### src/rtl/updown_counter_pkg.sv
// Shared types for the ranged up/down counter: count modes and direction encoding.
package updown_counter_pkg;

    typedef enum logic [1:0] {
        MODE_WRAP     = 2'b00,
        MODE_SAT      = 2'b01,
        MODE_PINGPONG = 2'b10,
        MODE_HOLD     = 2'b11
    } mode_t;

    localparam logic DIR_UP   = 1'b1;
    localparam logic DIR_DOWN = 1'b0;

    // WRAP and SATURATE take their direction from the up input; other modes keep dir.
    function automatic logic mode_uses_up(input mode_t m);
        return (m == MODE_WRAP) || (m == MODE_SAT);
    endfunction

endpackage

### src/rtl/counter_next_calc.sv
// Combinational next-state for one enabled step of the ranged counter.
// All limit arithmetic is done one bit wider than the counter so nothing aliases.
module counter_next_calc
    import updown_counter_pkg::*;
#(
    parameter int WIDTH  = 8,
    parameter int STEP_W = 4
) (
    input  logic [WIDTH-1:0]  count,
    input  logic              dir,
    input  mode_t             mode,
    input  logic [STEP_W-1:0] step,
    input  logic [WIDTH-1:0]  lo,
    input  logic [WIDTH-1:0]  hi,
    output logic [WIDTH-1:0]  count_next,
    output logic              dir_next,
    output logic              tc_next,
    output logic              wrap_err
);

    localparam int XW = WIDTH + 1;

    logic [XW-1:0]    cnt_x;
    logic [XW-1:0]    lo_x;
    logic [XW-1:0]    hi_x;
    logic [XW-1:0]    step_x;
    logic [XW-1:0]    span_x;
    logic [XW-1:0]    sum_x;
    logic [XW-1:0]    lo_step_x;
    logic [WIDTH-1:0] sum_w;
    logic [WIDTH-1:0] diff_w;
    logic [WIDTH-1:0] up_wrap_w;
    logic [WIDTH-1:0] dn_wrap_w;

    assign cnt_x     = {1'b0, count};
    assign lo_x      = {1'b0, lo};
    assign hi_x      = {1'b0, hi};
    assign step_x    = {{(XW - STEP_W){1'b0}}, step};
    assign span_x    = hi_x - lo_x + XW'(1);
    assign sum_x     = cnt_x + step_x;
    assign lo_step_x = lo_x + step_x;

    assign sum_w     = WIDTH'(sum_x);
    assign diff_w    = WIDTH'(cnt_x - step_x);
    // Overshoot past one limit re-enters from the opposite limit.
    assign up_wrap_w = WIDTH'(lo_x + (sum_x - hi_x - XW'(1)));
    assign dn_wrap_w = WIDTH'(hi_x - (lo_step_x - cnt_x - XW'(1)));

    always_comb begin
        count_next = count;
        dir_next   = dir;
        tc_next    = 1'b0;
        wrap_err   = 1'b0;

        if (mode == MODE_HOLD) begin
            count_next = count;
        end else if (cnt_x > hi_x) begin
            count_next = hi;
        end else if (cnt_x < lo_x) begin
            count_next = lo;
        end else if (step == '0) begin
            count_next = count;
        end else begin
            case (mode)
                MODE_WRAP: begin
                    if (dir == DIR_UP) begin
                        if (sum_x <= hi_x) begin
                            count_next = sum_w;
                        end else begin
                            tc_next = 1'b1;
                            if (step_x > span_x) begin
                                count_next = lo;
                                wrap_err   = 1'b1;
                            end else begin
                                count_next = up_wrap_w;
                            end
                        end
                    end else begin
                        if (cnt_x >= lo_step_x) begin
                            count_next = diff_w;
                        end else begin
                            tc_next = 1'b1;
                            if (step_x > span_x) begin
                                count_next = hi;
                                wrap_err   = 1'b1;
                            end else begin
                                count_next = dn_wrap_w;
                            end
                        end
                    end
                end
                MODE_SAT: begin
                    if (dir == DIR_UP) begin
                        if (sum_x >= hi_x) begin
                            count_next = hi;
                            tc_next    = (count != hi);
                        end else begin
                            count_next = sum_w;
                        end
                    end else begin
                        if (cnt_x <= lo_step_x) begin
                            count_next = lo;
                            tc_next    = (count != lo);
                        end else begin
                            count_next = diff_w;
                        end
                    end
                end
                MODE_PINGPONG: begin
                    if (dir == DIR_UP) begin
                        if (sum_x >= hi_x) begin
                            count_next = hi;
                            dir_next   = DIR_DOWN;
                            tc_next    = 1'b1;
                        end else begin
                            count_next = sum_w;
                        end
                    end else begin
                        if (cnt_x <= lo_step_x) begin
                            count_next = lo;
                            dir_next   = DIR_UP;
                            tc_next    = 1'b1;
                        end else begin
                            count_next = diff_w;
                        end
                    end
                end
                default: begin
                    count_next = count;
                end
            endcase
        end
    end

endmodule

### src/rtl/updown_counter_ranged.sv
// Range-bounded up/down counter: owns the state registers, edge priority,
// load clamping and limit sanity check; step arithmetic lives in counter_next_calc.
module updown_counter_ranged
    import updown_counter_pkg::*;
#(
    parameter int WIDTH  = 8,
    parameter int STEP_W = 4
) (
    input  logic              clk,
    input  logic              reset,
    input  logic              en,
    input  logic [1:0]        mode,
    input  logic              up,
    input  logic [STEP_W-1:0] step,
    input  logic [WIDTH-1:0]  lo,
    input  logic [WIDTH-1:0]  hi,
    input  logic              load,
    input  logic [WIDTH-1:0]  load_val,
    output logic [WIDTH-1:0]  count,
    output logic              dir,
    output logic              tc,
    output logic              err
);

    logic [WIDTH-1:0] count_q, count_d;
    logic             dir_q, dir_d;
    logic             tc_q, tc_d;
    logic             err_q, err_d;

    mode_t            mode_s;
    logic             cfg_err;
    logic             calc_dir;
    logic [WIDTH-1:0] load_clamped;
    logic [WIDTH-1:0] calc_count;
    logic             calc_dir_next;
    logic             calc_tc;
    logic             calc_wrap_err;

    assign mode_s   = mode_t'(mode);
    assign cfg_err  = (lo > hi);
    assign calc_dir = mode_uses_up(mode_s) ? up : dir_q;

    always_comb begin
        load_clamped = load_val;
        if (load_val > hi) begin
            load_clamped = hi;
        end else if (load_val < lo) begin
            load_clamped = lo;
        end
    end

    counter_next_calc #(
        .WIDTH  (WIDTH),
        .STEP_W (STEP_W)
    ) u_next_calc (
        .count      (count_q),
        .dir        (calc_dir),
        .mode       (mode_s),
        .step       (step),
        .lo         (lo),
        .hi         (hi),
        .count_next (calc_count),
        .dir_next   (calc_dir_next),
        .tc_next    (calc_tc),
        .wrap_err   (calc_wrap_err)
    );

    // err tracks the limit check every edge; an enabled WRAP overshoot can pulse it.
    always_comb begin
        count_d = count_q;
        dir_d   = dir_q;
        tc_d    = 1'b0;
        err_d   = cfg_err;

        if (load) begin
            count_d = cfg_err ? load_val : load_clamped;
            dir_d   = up;
        end else if (cfg_err) begin
            count_d = count_q;
        end else if (en) begin
            count_d = calc_count;
            dir_d   = calc_dir_next;
            tc_d    = calc_tc;
            err_d   = calc_wrap_err;
        end
    end

    always_ff @(posedge clk) begin
        if (reset) begin
            count_q <= '0;
            dir_q   <= DIR_UP;
            tc_q    <= 1'b0;
            err_q   <= 1'b0;
        end else begin
            count_q <= count_d;
            dir_q   <= dir_d;
            tc_q    <= tc_d;
            err_q   <= err_d;
        end
    end

    assign count = count_q;
    assign dir   = dir_q;
    assign tc    = tc_q;
    assign err   = err_q;

endmodule

### config.mk
export PLATFORM = sky130hd
export DESIGN_NAME = updown_counter_ranged
export DESIGN_NICKNAME = d
export VERILOG_FILES = /design/src/rtl/updown_counter_pkg.sv /design/src/rtl/counter_next_calc.sv /design/src/rtl/updown_counter_ranged.sv
export SDC_FILE = /design/constraint.sdc
export NUM_CORES = 1
export LEC_CHECK = 0
export ABC_CLOCK_PERIOD_IN_PS = 5700
export CAP_MARGIN = 0
export CORE_MARGIN = 10
export CORE_UTILIZATION = 48
export DETAILED_ROUTE_END_ITERATION = 10
export PLACE_DENSITY = 0.73
export SKIP_CTS_REPAIR_TIMING = 1
export SKIP_LAST_GASP = 1
export SLEW_MARGIN = 20
export SYNTH_ARGS = -nofsm -noshare
export SYNTH_HDL_FRONTEND = slang
export SYNTH_HIERARCHICAL = 1
export SYNTH_SLANG_ARGS = --single-unit
### constraint.sdc
create_clock -name clk -period 5.7 [get_ports clk]
set_input_delay 0.855 -clock clk [delete_from_list [all_inputs] [get_ports clk]]
set_output_delay 0.855 -clock clk [all_outputs]
set_load 0.01 [all_outputs]
==> metrics.md, run 1 <==
| Metric | Value |
|---|---|
| Status | completed |
| Most frequent cell after synthesis | ha_1 |
| Register area share after synthesis | 4.22% |
| GR Overflow Total | 0 |
| Hold_ws | 0.556 ns |
| Yosys cell types | 70 |
| Router iterations before antenna repair | 7 |
| Crit path DAT | 5.55 ns |
| Ys flop type | dfxtp_1 |
| Cell Area, Placed | 6010 sq um |
| Max-slew headroom | 33.1% |
| Layout Cells excl Fill | 869 |
| Layout Nets | 889 |
| Total CTS buffers | 3 |
| P_leak | 2.97 nW |
| Initial antenna violation count | 0 |
| TritonCTS clock tree | built |
| Port bufs | 45 |
| Fin. max-slew vios | 0 |
| I/O pins | 46 |
| # clock sinks | 11 |
| Drt wl/cell | 21.2 um |
| Starting Density | 48.6% |
| Initial DRC count | 550 |
| Die Ht | 124 um |
| Synthesized area | 5220 sq um |
| H-tree depth | 1 |
| Vias in the first global route | 5568 |
| GP Congestion | 1.01 |
| Total power | 1.30 mW |
| Area Growth Syn to Fin | 15.9% |
| Leading area contributor after synthesis | ha_1 |
| Yosys reg bits | 11 |
| Core box area | 10700 sq um |
| Largest cells by area after synthesis | ha_1, fa_1, inv_1 |
| Synth Net Count | 826 |
| Final setup violation count | 0 |
| Total negative setup slack | 0 ns |
| Final Util | 56.3% |
| Worst slack, placed | 0.207 ns |
| Clock Latency Late Sink | 0.24 ns |
| Worst setup SP type | primary input |
| Hpwl dp | 15200 um |
| Die width | 124 um |
| # fillers | 1043 |
| Max Cap Viol | 0 |
| EDFF count, synth | 0 |
| Share of the synthesized area in the top cell type | 25.4% |
| Final antenna-violating net count | 0 |
| Diode count | 0 |
| Full die area | 15500 sq um |
| Total GRT Usage | 22.4% |
| Worst IR Drop VDD | 0.000113 V |
| Row cnt | 38 |
| RSZ-0062 raised after global routing | false |
| Class of the most critical setup path | primary input to register |
| Crit Path Max Fanout | 5 |
| CTS max path bufs | 2 |
| Share of cells above drive strength 1 | 8.23% |
| First-pass GRT wire length | 29200 um |
| Residual DRC | 0 |
| Vias | 5495 |
| Slew of the pin with the lowest slew margin | 0.998 ns |
| Vias per cell | 6.32 |
| Root buffer cell | clkbuf_8 |
| Setup WS post-layout | 0.336 ns |
| Largest net degree at the start of global routing | 28 |
| Commonest cells post-synth | ha_1, inv_1, a21oi_1 |
| CP endpoint kind | register |
| Worst path required time | 5.88 ns |
| Worst hold path type | register to register |
| Crit path time final | 5.36 ns |
| Final hold violation count | 0 |
| Final instance area | 6050 sq um |
| Final period utilization | 94.1% |
| Post-synth ARST share | 0% |
| Post-Route WL | 18400 um |
| P per Cell Area | 215 nW/um^2 |
| Clk slew on worst S/H paths | 0.05 ns |
| YS warnings | 6 |
| Fmax | 0.186 GHz |
| Clock Skew | 0.00333 ns |
| Post-Synthesis Cells | 667 |
| Synthesized area per cell | 7.83 sq um |
| Placed insts | 865 |
==> worst max-delay path, cell delays in order <==
cell,delay [ns]
clkdlybuf4s50_1,0.49
ha_1,0.27
fa_1,0.40
xnor2_1,0.35
fa_1,0.55
fa_1,0.48
a21o_1,0.20
a21oi_1,0.26
o21bai_1,0.10
a21oi_1,0.19
xnor2_1,0.16
xnor2_1,0.14
a21oi_1,0.08
a221o_1,0.39
a21oi_1,0.18
nor2_1,0.06
mux2i_1,0.16
o2111a_1,0.19
==> per-layer routing <==
metal	global-route usage [%]	part of all wire [%]	vias to the layer above
met1	26.9	40	2563
met2	38.9	48	286
met4	8.70	4.1	0
li1	-	-	2581
met3	3.66	8.1	65
met5	0	0	-
==> cell families (layout without fill, tap and decap cells) <==
group | Yosys count | count (layout) | share of synthesized area [%]
xor+xnor | 36 | 36 | 6.30
compound gates | 194 | 194 | 26.6
mux | 30 | 30 | 5.82
buf+inv | 92 | 154 | 7.07
simple gates | 180 | 180 | 17.7
flops | 11 | 11 | 4.22
fa+ha+maj | 124 | 124 | 32.3
==> report_power, final <==
group	leakage [nW]	internal [mW]	switching, mW
logic	2.85	0.479	0.627
registers	0.0913	0.0863	0.0307
clock network	0.0228	0.0493	0.0309
total	2.97	0.615	0.688
==> path summary, 6_finish.rpt <==
| path | slack [ns] | cells past startpoint | endpoint | start |
|---|---|---|---|---|
| setup / recovery | 0.34 | 18 | count[7] | step[0] |
| hold / removal | 0.56 | 2 | dir | dir |
| setup reg to reg | 0.90 | 22 | count[7] | count[2] |
| hold reg to reg | 0.56 | 2 | dir | dir |
==> registers in the layout (all words and copies together) (netlist names) <==
register,count
count,8
dir,1
err,1
tc,1
==> layout by cell type (no fill, tap or decap), types with 5 or more instances in the layout <==
| cell | Yosys | routed |
|---|---|---|
| a211oi_1 | 8 | 8 |
| a21o_1 | 15 | 15 |
| a21oi_1 | 54 | 54 |
| a22oi_1 | 9 | 9 |
| a31oi_1 | 6 | 6 |
| and3_1 | 6 | 6 |
| buf_4 | 3 | 29 |
| clkdlybuf4s50_1 | 0 | 45 |
| dfxtp_1 | 11 | 11 |
| fa_1 | 18 | 18 |
| ha_1 | 106 | 106 |
| inv_1 | 75 | 75 |
| mux2i_1 | 27 | 27 |
| nand2_1 | 43 | 43 |
| nand3_1 | 26 | 26 |
| nand4_1 | 10 | 10 |
| nor2_1 | 50 | 50 |
| nor2b_1 | 9 | 9 |
| nor3_1 | 10 | 10 |
| o2111a_1 | 8 | 8 |
| o211ai_1 | 13 | 13 |
| o21a_1 | 6 | 6 |
| o21ai_0 | 27 | 27 |
| o21bai_1 | 5 | 5 |
| xnor2_1 | 25 | 25 |
| xor2_1 | 10 | 10 |
==> cell type report <==
class                           count  area [sq um]  share of cell area [%]
Clock buffer                        4          45.0                   0.744
Multi-Input combinational cell    564          4640                    76.7
Sequential cell                    11           220                    3.64
Tap cell                          140           175                    2.89
Inverter                           75           282                    4.65
Timing Repair Buffer               75           688                    11.4
No activity file was read; power rests on OpenSTA's default activity.
==> run 2, diff against run 1 <==
--- a/config.mk
+++ b/config.mk
@@ -5,12 +5,12 @@
 export SDC_FILE = /design/constraint.sdc
 export NUM_CORES = 1
 export LEC_CHECK = 0
-export ABC_CLOCK_PERIOD_IN_PS = 5700
+export ABC_CLOCK_PERIOD_IN_PS = 4900
 export CAP_MARGIN = 0
 export CORE_MARGIN = 10
 export CORE_UTILIZATION = 48
 export DETAILED_ROUTE_END_ITERATION = 10
-export PLACE_DENSITY = 0.73
+export PLACE_DENSITY = 0.76
 export SKIP_CTS_REPAIR_TIMING = 1
 export SKIP_LAST_GASP = 1
 export SLEW_MARGIN = 20
==> constraint.sdc (replaced) <==
create_clock -name clk -period 4.9 [get_ports clk]
set_input_delay 0.735 -clock clk [delete_from_list [all_inputs] [get_ports clk]]
set_output_delay 0.735 -clock clk [all_outputs]
set_load 0.01 [all_outputs]
==> metrics.md, run 2 (same netlist as run 1, synthesis figures left out) <==
| Metric | Value |
|---|---|
| Worst IR Drop VDD | 0.000138 V (+22%) |
| Share of cells above drive strength 1 | 20.7% (+12 points) |
| Hold_ws | 0.564 ns (+0.00734 ns) |
| GP Congestion | 1.01 (+0.26%) |
| Vias per cell | 6.19 (-2.1%) |
| Crit Path Max Fanout | 6 (+1) |
| TritonCTS clock tree | built |
| RSZ-0062 raised after global routing | false |
| R2R setup slack | 0.49 ns (-0.41 ns) |
| Full die area | 15500 sq um (unchanged) |
| Most common cell after layout, fill and taps aside | buf_4 |
| Area Growth Syn to Fin | 31.2% |
| Worst r2r path cells | 17 (-23%) |
| H-tree depth | 1 (unchanged) |
| Max Cap Viol | 0 (unchanged) |
| Final antenna-violating net count | 0 (unchanged) |
| Residual DRC | 0 (unchanged) |
| Largest net degree at the start of global routing | 26 (-7.1%) |
| Core box area | 10700 sq um (unchanged) |
| Row cnt | 38 (unchanged) |
| Reg2Reg Capture Point | count[7] |
| CTS max path bufs | 2 (unchanged) |
| Final hold violation count | 0 (unchanged) |
| Max reg flops | 8 (unchanged) |
| Status | completed |
| P_leak | 3.44 nW (+16%) |
| Hold path depth | 2 (unchanged) |
| Max-slew headroom | 45.2% (+12 points) |
| Final setup violation count | 0 (unchanged) |
| Post-Route WL | 20000 um (+8.9%) |
| Clock Skew | 0.00472 ns (+0.00139 ns) |
| Worst path required time | 5.08 ns (-0.80 ns) |
| Clk slew on worst S/H paths | 0.05 ns (about the same) |
| I/O pins | 46 (unchanged) |
| Die Ht | 124 um (unchanged) |
| Vias in the first global route | 5955 (+7.0%) |
| Total GRT Usage | 23.9% (+1.5 points) |
| Fmax | 0.214 GHz |
| Final period utilization | 95.2% |
| Router iterations before antenna repair | 5 (-2) |
| Most frequent cells in the layout | buf_4, ha_1, inv_1 |
| Fin. max-slew vios | 0 (unchanged) |
| Clock Latency Late Sink | 0.24 ns (about the same) |
| GR Overflow Total | 0 (unchanged) |
| Die width | 124 um (unchanged) |
| CP endpoint kind | register |
| # clock sinks | 11 (unchanged) |
| Worst hold path type | register to register |
| Worst setup SP type | primary input |
| P per Cell Area | 258 nW/um^2 (+20%) |
| Class of the most critical setup path | primary input to register |
| Hpwl dp | 16600 um (+9.2%) |
| Drt wl/cell | 21.1 um (-0.10%) |
| First-pass GRT wire length | 31000 um (+6.0%) |
| Starting Density | 48.6% (unchanged) |
| Origin of the worst setup path | hi[2] |
| Crit path time final | 4.66 ns |
| RR Startpoint | count[0] |
| Total negative setup slack | 0 ns (unchanged) |
| Diode count | 0 (unchanged) |
| Port bufs | 45 (unchanged) |
| Total CTS buffers | 3 (unchanged) |
| Initial DRC count | 547 (-0.55%) |
| Slew of the pin with the lowest slew margin | 0.815 ns (-0.183 ns) |
| Initial antenna violation count | 0 (unchanged) |
| Root buffer cell | clkbuf_8 |
| End of the critical path | count[0] |
| Vias | 5865 (+6.7%) |
| Crit path DAT | 4.85 ns (-0.70 ns) |
| Layout Nets | 967 (+8.8%) |
[run 2: cell count changes in the layout (fill, tap and decap cells not counted), moves of 3 or more]
cell / change
dlymetal6s2s_1: +9
a21oi_2: +4
ha_1: -4
xor2_1: -3
xor2_2: +3
a21oi_1: -4
buf_4: +75
clkdlybuf4s50_1: -9
ha_4: +3
[run 2: final cells by class]
cell class,instances,area [sq um]
inverter,75,282
timing repair buffer,153,1320
clock buffer,4,45.0
fill,960,3890
tap,140,175
sequential,11,220
multi-input combinational,564,4810
[run 2: power by group]
part	leakage, nW	internal (mW)	switching (mW)	total (mW)
sequential	0.0913	0.100	0.0265	0.127
clock	0.0228	0.0572	0.0351	0.0924
combinational	3.33	0.723	0.825	1.55
total	3.44	0.881	0.886	1.77
[run 2: stage by stage]
| stage | setup slack (ns) | util [%] | instance area, sq um | total power, mW | cells |
|---|---|---|---|---|---|
| 2_1_floorplan | 0.462 | - | 5220 | 1.01 | 667 |
| 3_3_place_gp | -0.260 | 61.0 | 6560 | 1.52 | 938 |
| 3_5_place_dp | -0.384 | 61.0 | 6560 | 1.56 | 938 |
| 4_1_cts | -0.168 | 61.4 | 6600 | 1.67 | 942 |
| 5_1_grt | 0.0238 | 63.8 | 6850 | 1.89 | 947 |
| 6_report | 0.237 | 63.8 | 6850 | 1.77 | 947 |
[run 2: critical path, cell delays in order]
cell and delay (ns):
clkdlybuf4s50_1 0.51, ha_1 0.36, inv_1 0.07, fa_2 0.39, xor2_1 0.17, ha_1 0.31
o21ai_0 0.10, a21oi_1 0.15, o211ai_1 0.16, a211oi_2 0.29, nand4b_4 0.27, buf_6 0.21
mux2i_1 0.12, a221o_1 0.32, a21oi_2 0.14, a2111o_1 0.11, nor2_1 0.04, mux2i_1 0.18
o2111a_1 0.20
[run 2: worst min path at each step]
stage	from	endpoint	slack, ns
6_report	dir	dir	0.56
4_1_cts	dir	dir	0.57
3_5_place_dp	dir	dir	0.55
5_1_grt	dir	dir	0.60
2_1_floorplan	dir	dir	0.57
3_3_place_gp	dir	dir	0.53
[run 2: routing by layer]
| layer | up-vias | wire length (um) | share of wire, % | global-route usage [%] |
|---|---|---|---|---|
| met1 | 2751 | 8240 | 41 | 29.4 |
| met3 | 56 | 1640 | 8.2 | 3.57 |
| met5 | - | 0 | 0 | 0 |
| li1 | 2726 | - | - | - |
| met4 | 0 | 849 | 4.2 | 10.5 |
| met2 | 332 | 9290 | 46 | 40.4 |
==> run 3, diff against run 2 <==
--- a/config.mk
+++ b/config.mk
@@ -7,10 +7,9 @@
 export LEC_CHECK = 0
 export ABC_CLOCK_PERIOD_IN_PS = 4900
 export CAP_MARGIN = 0
-export CORE_MARGIN = 10
 export CORE_UTILIZATION = 48
 export DETAILED_ROUTE_END_ITERATION = 10
-export PLACE_DENSITY = 0.76
+export PLACE_DENSITY = 0.69
 export SKIP_CTS_REPAIR_TIMING = 1
 export SKIP_LAST_GASP = 1
 export SLEW_MARGIN = 20
==> metrics.md, run 3 (same netlist as run 1, synthesis figures left out) <==
| Metric | Value |
|---|---|
| CP peak stage delay | 0.51 ns (about the same) |
| Hpwl dp | 15800 um (-4.6%) |
| P_leak | 3.45 nW (+0.19%) |
| TritonCTS clock tree | built |
| RSZ-0062 raised after global routing | true |
| Worst slack, placed | -0.354 ns (+0.0294 ns) |
| Total negative setup slack | 0 ns (unchanged) |
| Port bufs | 45 (unchanged) |
| P per Cell Area | 262 nW/um^2 (+1.4%) |
| Setup WS post-layout | 0.136 ns (-0.101 ns) |
| Final hold violation count | 0 (unchanged) |
| Row cnt | 37 (-2.6%) |
| Worst path required time | 5.09 ns (about the same) |
| CTS max path bufs | 2 (unchanged) |
| Clk slew on worst S/H paths | 0.05 ns (about the same) |
| R2R setup slack | 0.63 ns (+0.14 ns) |
| Clock Latency Late Sink | 0.25 ns (about the same) |
| I/O pins | 46 (unchanged) |
| Share of cells above drive strength 1 | 21.7% (+0.99 points) |
| Reg2Reg Capture Point | count[7] |
| Worst Path Buf+Inv | 3 (unchanged) |
| Hold_ws | 0.568 ns (+0.00406 ns) |
| H-tree depth | 1 (unchanged) |
| Max Cap Viol | 0 (unchanged) |
| Layout Cells excl Fill | 943 (-0.42%) |
| Final antenna-violating net count | 0 (unchanged) |
| Total CTS buffers | 3 (unchanged) |
| Initial DRC count | 391 (-29%) |
| Fin. max-slew vios | 0 (unchanged) |
| Post-Route WL | 19300 um (-3.8%) |
| Vias per cell | 6.16 (-0.57%) |
| Crit Path Max Fanout | 3 (-3) |
| CP Cell Sequence | clkdlybuf4s50_1 > inv_2 > fa_1 > buf_4 > xor2_2 > fa_1 > ha_1 > a21oi_1 > nand2_1 > a31oi_4 > o21ai_0 > xnor2_1 > nand2_1 > xnor2_1 > a221o_1 > a21oi_2 > nor2_1 > mux2i_1 > o2111a_1 |
| Layout Nets | 967 (unchanged) |
| Die Ht | 106 um (-14%) |
| Worst hold path type | register to register |
| Vias in the first global route | 5764 (-3.2%) |
| Core box area | 10400 sq um (-3.1%) |
| Class of the most critical setup path | primary input to register |
| Worst IR Drop VDD | 0.000156 V (+13%) |
| Status | completed |
| Full die area | 11300 sq um (-27%) |
| Vias | 5807 (-0.99%) |
| Final setup violation count | 0 (unchanged) |
| Hold Path Sink | dir |
| Final period utilization | 97.2% (+2.1 points) |
| Total GRT Usage | 33.9% (+10 points) |
| Residual DRC | 0 (unchanged) |
| Max reg flops | 8 (unchanged) |
| Root buffer cell | clkbuf_8 |
| Final instance area | 6910 sq um (+0.88%) |
| CP max-delay cell | clkdlybuf4s50_1 |
| Diode count | 0 (unchanged) |
| Router iterations before antenna repair | 5 (unchanged) |
| Worst r2r path cells | 22 (+5) |
| GR Overflow Total | 0 (unchanged) |
| # clock sinks | 11 (unchanged) |
| Hold wc startpoint | dir |
| Placed insts | 935 (-0.32%) |
| CP endpoint kind | register |
| Largest net degree at the start of global routing | 26 (unchanged) |
| Crit path time final | 4.76 ns (+0.101 ns) |
| Crit path DAT | 4.95 ns (+0.10 ns) |
| Reg area | 220 sq um (unchanged) |
| Hold path depth | 2 (unchanged) |
| Most frequent cells in the layout | buf_4, ha_1, inv_1 |
| First-pass GRT wire length | 29800 um (-3.8%) |
| Max-slew headroom | 36.8% (-8.4 points) |
| Starting Density | 50.1% (+1.5 points) |
| Initial antenna violation count | 0 (unchanged) |
| GP Congestion | 0.960 (-5.3%) |
| Worst setup SP type | primary input |
| Area of the multi-input gates | 4870 sq um (+1.2%) |
| Most common cell after layout, fill and taps aside | buf_4 |
| Fmax | 0.210 GHz (-2.1%) |
| Slew of the pin with the lowest slew margin | 0.941 ns (+0.126 ns) |
| Clock Skew | 0.00409 ns (-0.000636 ns) |
| Drt wl/cell | 20.4 um (-3.4%) |
| Crit path max-delay family | adder cells |
| Cell Area, Placed | 6560 sq um (about the same) |
| Die width | 106 um (-14%) |
| # fillers | 903 (-5.9%) |
| RR Startpoint | count[1] |
| Area Growth Syn to Fin | 32.4% |
[run 3: area by class of cell]
type	count	share of cell area, %
Sequential cell	11	3.19
Timing Repair Buffer	153	19.2
Tap cell	136	2.46
Multi-Input combinational cell	564	70.4
Inverter	75	4.07
Clock buffer	4	0.652
[run 3: layer usage]
| layer | share of wire (%) | track usage [%] | vias to the layer above |
|---|---|---|---|
| met1 | 42 | 43.7 | 2773 |
| met2 | 48 | 59.1 | 256 |
| li1 | - | - | 2727 |
| met5 | 0 | 0 | - |
| met3 | 6.4 | 1.84 | 51 |
| met4 | 4.3 | 13.0 | 0 |
[run 3: worst max-delay path by stage]
stage                  from  slack, ns  cells past startpoint  endpoint
floorplan           step[2]       0.46                     19  count[7]
CTS                 step[0]      -0.13                     20  count[7]
detailed placement  step[0]      -0.35                     18  count[7]
global placement    step[1]      -0.23                     21  count[7]
global route        step[1]      -0.05                     19  count[7]
finish              step[1]       0.14                     19  count[7]
[run 3: per-stage QoR]
| step | total power [mW] | util, % |
|---|---|---|
| 2_1_floorplan | 1.01 | - |
| 3_3_place_gp | 1.54 | 63.0 |
| 3_5_place_dp | 1.58 | 63.0 |
| 4_1_cts | 1.68 | 63.4 |
| 5_1_grt | 1.94 | 66.4 |
| 6_report | 1.81 | 66.4 |
[run 3: worst reg2reg max path, cell delays in order (launching register included)]
cell	delay, ns
dfxtp_1	0.52
buf_4	0.28
ha_1	0.19
a221oi_2	0.06
buf_4	0.15
o21a_1	0.19
nand2b_4	0.15
xnor2_2	0.19
inv_1	0.07
fa_1	0.48
inv_1	0.04
ha_1	0.28
inv_1	0.04
o21bai_1	0.12
a21oi_1	0.09
xnor2_1	0.21
xnor2_1	0.14
a21oi_1	0.08
a221o_1	0.35
a21oi_2	0.14
nor2_1	0.05
mux2i_1	0.16
o2111a_1	0.20
[run 3: where the power goes]
group / internal, mW / switching [mW]
Clock: 0.0575 / 0.0390
Combinational: 0.749 / 0.827
Sequential: 0.100 / 0.0363
Total: 0.906 / 0.902
